<file path="src/rtl/fetch_sequencer.sv">
// rtl/fetch_sequencer.sv - single-outstanding instruction fetch sequencer with redirect and stale-response drop
//
// Ports:
//   clk, reset                    clock (rising edge), asynchronous active-high reset
//   redirect_valid, redirect_pc   taken branch/jump from execute and its target
//   imem_req, imem_addr           fetch request and word-aligned fetch address (registered)
//   imem_gnt                      memory accepted the request this cycle
//   imem_rvalid, imem_rdata       fetch response
//   instr_valid, instr, instr_pc  one-entry output register toward decode (registered)
//   instr_ready                   decode accepts the held instruction this cycle

module fetch_sequencer #(
    parameter int              ADDR_W   = 32,
    parameter logic [ADDR_W-1:0] RESET_PC = '0
) (
    input  logic              clk,
    input  logic              reset,
    input  logic              redirect_valid,
    input  logic [ADDR_W-1:0] redirect_pc,
    output logic              imem_req,
    output logic [ADDR_W-1:0] imem_addr,
    input  logic              imem_gnt,
    input  logic              imem_rvalid,
    input  logic [31:0]       imem_rdata,
    output logic              instr_valid,
    output logic [31:0]       instr,
    output logic [ADDR_W-1:0] instr_pc,
    input  logic              instr_ready
);

    localparam logic [ADDR_W-1:0] START_PC = {RESET_PC[ADDR_W-1:2], 2'b00};

    typedef enum logic [1:0] {
        S_IDLE = 2'd0,
        S_REQ  = 2'd1,
        S_WAIT = 2'd2,
        S_HOLD = 2'd3
    } state_t;

    state_t            state, state_nxt;
    logic              drop, drop_nxt;
    logic [ADDR_W-1:0] target, target_nxt;
    logic [ADDR_W-1:0] addr_nxt;
    logic              valid_nxt;
    logic              capture;
    logic [ADDR_W-1:0] redir_tgt;

    // Low target bits are forced to zero; the raw bits are intentionally dropped.
    logic unused_redir_lsbs;
    assign unused_redir_lsbs = ^redirect_pc[1:0];
    assign redir_tgt         = {redirect_pc[ADDR_W-1:2], 2'b00};

    always_comb begin
        state_nxt  = state;
        addr_nxt   = imem_addr;
        drop_nxt   = drop;
        target_nxt = target;
        valid_nxt  = instr_valid;
        capture    = 1'b0;
        case (state)
            S_IDLE: begin
                state_nxt = S_REQ;
                addr_nxt  = redirect_valid ? redir_tgt : START_PC;
            end
            S_REQ: begin
                if (imem_gnt) begin
                    state_nxt = S_WAIT;
                    // The old address is already in flight; remember to discard its response.
                    if (redirect_valid) begin
                        drop_nxt   = 1'b1;
                        target_nxt = redir_tgt;
                    end
                end else if (redirect_valid) begin
                    // Memory allows retargeting an ungranted request.
                    addr_nxt = redir_tgt;
                end
            end
            S_WAIT: begin
                if (imem_rvalid) begin
                    if (redirect_valid) begin
                        addr_nxt  = redir_tgt;
                        drop_nxt  = 1'b0;
                        state_nxt = S_REQ;
                    end else if (drop) begin
                        addr_nxt  = target;
                        drop_nxt  = 1'b0;
                        state_nxt = S_REQ;
                    end else begin
                        capture   = 1'b1;
                        valid_nxt = 1'b1;
                        state_nxt = S_HOLD;
                    end
                end else if (redirect_valid) begin
                    // Latest redirect wins while waiting on a stale response.
                    drop_nxt   = 1'b1;
                    target_nxt = redir_tgt;
                end
            end
            S_HOLD: begin
                if (redirect_valid) begin
                    valid_nxt = 1'b0;
                    addr_nxt  = redir_tgt;
                    state_nxt = S_REQ;
                end else if (instr_ready) begin
                    valid_nxt = 1'b0;
                    addr_nxt  = instr_pc + ADDR_W'(4);
                    state_nxt = S_REQ;
                end
            end
            default: state_nxt = S_IDLE;
        endcase
    end

    always_ff @(posedge clk or posedge reset) begin
        if (reset) begin
            state <= S_IDLE;
        end else begin
            state <= state_nxt;
        end
    end

    always_ff @(posedge clk or posedge reset) begin
        if (reset) begin
            imem_req    <= 1'b0;
            imem_addr   <= START_PC;
            drop        <= 1'b0;
            target      <= '0;
            instr_valid <= 1'b0;
            instr       <= '0;
            instr_pc    <= '0;
        end else begin
            // Request line mirrors the next state so it is registered yet aligned with REQ.
            imem_req    <= (state_nxt == S_REQ);
            imem_addr   <= addr_nxt;
            drop        <= drop_nxt;
            target      <= target_nxt;
            instr_valid <= valid_nxt;
            if (capture) begin
                instr    <= imem_rdata;
                instr_pc <= imem_addr;
            end
        end
    end

endmodule

</file>
<file path="config.mk">
export PLATFORM = sky130hd
export DESIGN_NAME = fetch_sequencer
export DESIGN_NICKNAME = d
export VERILOG_FILES = /design/src/rtl/fetch_sequencer.sv
export SDC_FILE = /design/constraint.sdc
export NUM_CORES = 1
export LEC_CHECK = 0
export BUFFER_PORTS_ARGS = -buffer_cell sky130_fd_sc_hd__clkbuf_2
export CAP_MARGIN = 5
export CORE_ASPECT_RATIO = 2
export CORE_MARGIN = 4
export CORE_UTILIZATION = 55
export DETAILED_ROUTE_END_ITERATION = 10
export MAX_ROUTING_LAYER = met4
export PLACE_DENSITY = 0.87
export SETUP_SLACK_MARGIN = 0.4
export SYNTH_ARGS = -nofsm -noshare
export SYNTH_HDL_FRONTEND = slang
export SYNTH_SLANG_ARGS = --single-unit
</file>
<file path="constraint.sdc">
create_clock -name clk -period 8.8 [get_ports clk]
set_input_delay 1.32 -clock clk [delete_from_list [all_inputs] [get_ports clk]]
set_output_delay 1.32 -clock clk [all_outputs]
set_load 0.005 [all_outputs]
</file>
### Word-level counts from Yosys, hierarchy flattened

Cells that the tools add are included.

* register bits: 133
* word-level logic and storage cells: 63
* bits of input ports: 70
* output and inout bits: 98

* reduce and logical (&&, ||, !) cells: 7
* add/subtract/negate cells: 1
* mux-type cells: 34
* equality and inequality tests: 13

Operators with widths (count)
* $mux 32: 11
* $pmux 32 s4: 1
* $pmux 32 s2: 1
* $add 32x3->32 const B: 1
* $ne 2x2->1 const B: 7
* $mux 1: 12
* $mux 2: 6
* $reduce_and 5->1: 2
* $pmux 2 s4: 1
* $ne 3x3->1 const B: 2
* $eq 2x1->1 const B: 2
* $eq 2x2->1 const B: 2
* $pmux 1 s2: 2
* $reduce_bool 2->1: 2
* $reduce_and 3->1: 1
* $logic_not 2->1: 1
* $reduce_and 2->1: 1

### Longest topological paths before layout

* word-level depth: 5
* gate-level depth with buffers: 8
* mapped depth without buffers: 6

### Worst setup path after synthesis

Ideal clock, no wire load.

* kind: in2reg
* start point: input port redirect_valid
* end point: register instr[0]
* data arrival time: 2.469 ns
* setup time: 0.125 ns
* buffers on the path: 2
* path slack: 6.206 ns
* required time: 8.675 ns
* stages on the path: 5
* cells stage by stage: nor2b_1 nand4b_1 clkbuf_1 clkbuf_1 mux2_2

* longest elaborated chain between the ends: 3

Ends and longest elaborated chain
* from (decl): RTL line 18 `input logic redirect_valid,`
* $mux 1: RTL line 80 `if (redirect_valid) begin`
* $mux 1: RTL line 79 `if (imem_rvalid) begin`
* $mux 1: RTL line 60 `case (state)`
* to (signal assigned): RTL line 139 `instr <= imem_rdata;`
* to (decl): RTL line 26 `output logic [31:0] instr,`

Every way passes these cells.
A chain may end at the register's enable or synchronous reset.

### Worst setup path after layout

* start point: input port redirect_valid
* end point: register imem_addr[24]

* longest elaborated chain between the ends: 3
* elaborated cells on any way between the ends: 9
* classes of those cells: eq/ne: 3; mux: 5; reduce/logical: 1

Ends and longest elaborated chain
* $mux 32: RTL line 80
* $mux 32: RTL line 79
* $pmux 32 s4: RTL line 60
* to (signal assigned): RTL line 134 `imem_addr <= addr_nxt;`
* to (decl): RTL line 21 `output logic [ADDR_W-1:0] imem_addr,`

Several ways; a longest one is shown, not always the timed one. The select of a mux whose other input is x is not followed.

==> reports/summary.txt <==
status: finished, final reports clean
leading area contributor after synthesis: dfrtp_1
hold_buf cts: 0
Core Util, Final: 69.4%
grt total ovfl: 0
DRC viols: 0
Min-Delay Path Class: flop to flop
Hold Slack: 489 ps
synth top area cells: dfrtp_1, mux2_2, nand2_1
accumulated negative setup slack: 0 ps
die width: 84.2 µm
headroom to the max-slew limit: 29.2%
EDFF count, synth: 0
share of layout cells above drive strength 1: 40.7%
Die ar.: 13500 µm²
CTS tree: yes
Synth top cells by count: dfrtp_1, mux2_2, nand2_1, nor2_1, o21ai_0
maximum buffer depth of the clock tree: 2
R2R depth: 8
slowest CP cell: clkbuf_2
LEAKAGE: 3.82 nW
crit path DAT: 3930 ps
Setup crit end: imem_addr[24]
register area share after synthesis: 52.1%
R2R Path Start: state[0]
routed vias: 5489
Max Clock Skew: 7.08 ps
Ys Warns: 0
worst skew pair latency: 430 ps
RR Endpoint: imem_addr[23]
Detailed Route Iter0 Violations: 494
total CTS buffers: 17
H-tree depth: 4
Max Slew Vio Count: 0
initial antenna violation count: 0
Post-CTS Resized: 0
setup slack at placement: 4780 ps
Worst setup startpoint: redirect_valid
critical path type: input pin to flop
Setup Buffers After CTS: 0
worst setup margin: 5150 ps
post-DR wirelength/cell: 21.2 µm
gpl congestion: 0.899
Avg Inst Size Synth: 11.2 µm²
Post-DRT Antenna Nets: 0
top-count cell post-synth: dfrtp_1
ys async rst share: 100%
crit path max fanout: 42
Final min period: 3650 ps
core area: 11400 µm²
area share of the largest cell type after synthesis: 52.1%
Initial DRT Pass Iterations: 6
largest net degree at the start of global routing: 69
FF-to-FF setup slack: 5520 ps
CTS sink cnt: 133
worst slew pin tran: 1050 ps
startpoint types: input pin
row count: 55
Power Total: 2.71 mW
RSZ-0062 raised after global routing: false
Cell variety after synth: 57
die height: 160 µm
gr usage total: 29.3%
critical path's largest stage delay: 620 ps
Syn Inst Count: 569
Initial Util: 56.2%
Final setup viols: 0
kind of end point of the critical path: flop
cells along the critical path: clkbuf_2 -> nor2b_1 -> a22o_2 -> nand2b_1 -> buf_4 -> a2111oi_0 -> a221oi_1
main flop type after synthesis: dfrtp_1
peak supply drop: 0.000231 V
final net count: 797
ANT cells: 0
area of the mapped netlist: 6380 µm²
CP Data Required Time: 9080 ps
reported max-cap violation count: 0
HPWL Detailed: 12900 µm
port bufs: 165
Achievable Freq: 274 MHz
root buffer cell: clkbuf_16
Ports: 168
vias in the first global route: 5858
flop and latch count out of synthesis: 133
fin crit share: 41.5%
pwr/cell area: 344 nW/µm²
via-per-instance ratio: 6.23
Mapped Nets: 640
final hold vios: 0
clk slew on worst S/H paths: 60 ps
first-pass GRT wire length: 30100 µm
Area Growth Syn to Fin: 23.4%
final WL: 18700 µm
==> kinds of logic after synthesis <==
| logic type | after synthesis | synth area share, % |
|---|---|---|
| AOI/OAI and AO/OA | 117 | 12.4 |
| xor gates and xnor gates | 20 | 2.74 |
| adders and majority gates | 1 | 0.196 |
| buffers and inverters | 50 | 3.45 |
| DFF | 133 | 52.1 |
| muxes | 97 | 17.0 |
| and+or+nand+nor | 151 | 12.1 |
==> cells in the final DEF, fill, tap and decap left out, types with 7 or more instances in the layout <==
| master | instances |
|---|---|
| a31oi_1 | 7 |
| nand4_1 | 11 |
| clkbuf_2 | 165 |
| dfrtp_1 | 133 |
| xnor2_1 | 10 |
| nor2_1 | 32 |
| mux2_2 | 91 |
| nand2b_1 | 9 |
| inv_1 | 15 |
| a221oi_1 | 14 |
| nand3_1 | 11 |
| buf_4 | 7 |
| a21oi_1 | 22 |
| nand2_1 | 47 |
| clkbuf_16 | 17 |
| xor2_1 | 10 |
| o21ai_0 | 31 |
==> power breakdown <==
| part | switching (mW) | total, mW | internal [mW] |
|---|---|---|---|
| clock network | 0.286 | 0.714 | 0.428 |
| logic | 0.447 | 0.868 | 0.421 |
| registers | 0.267 | 1.13 | 0.858 |
==> flip-flops by register name, indices dropped and copies added (netlist names) <==
name / flops
imem_addr: 32
instr: 32
instr_pc: 32
target: 32
state: 2
drop: 1
imem_req: 1
instr_valid: 1
==> layer usage <==
layer	up-vias	wire length (µm)	part of all wire, %	global-route usage (%)
li1	2400	-	-	-
met1	2710	6290	34	29.9
met2	298	10200	55	50.8
met3	81	1250	6.7	6.78
met4	0	922	4.9	16.6
met5	-	0	0	-
==> critical path: cells and delay by family <==
kind                   cells  cell delay [ps]
AO/OA/AOI/OAI              3              860
buffers and inverters      2             1010
AND/OR/NAND/NOR            2              700
==> per-stage QoR <==
step	std cells	area, µm²
final	881	7880
after global routing	881	7880
after CTS	881	7880
after global placement	849	7280
after detailed placement	849	7280
after floorplan	569	6380
==> worst min-delay path by stage <==
stage,from,depth (start not counted),slack (ps),end
finish,target[16],2,490,target[16]
global route,target[24],1,520,target[24]
CTS,target[19],2,490,target[19]
detailed placement,target[19],2,480,target[19]
global placement,target[16],2,460,target[16]
floorplan,target[16],2,450,target[16]
==> final cells by class <==
cell class / count / area [µm²]
clock buffer: 19 / 443
inverter: 16 / 62.6
multi-input combinational: 386 / 2840
clock inverter: 13 / 151
fill: 824 / 3480
tap: 142 / 178
timing repair buffer: 172 / 878
sequential: 133 / 3330
(Power assumes the default switching activity.)
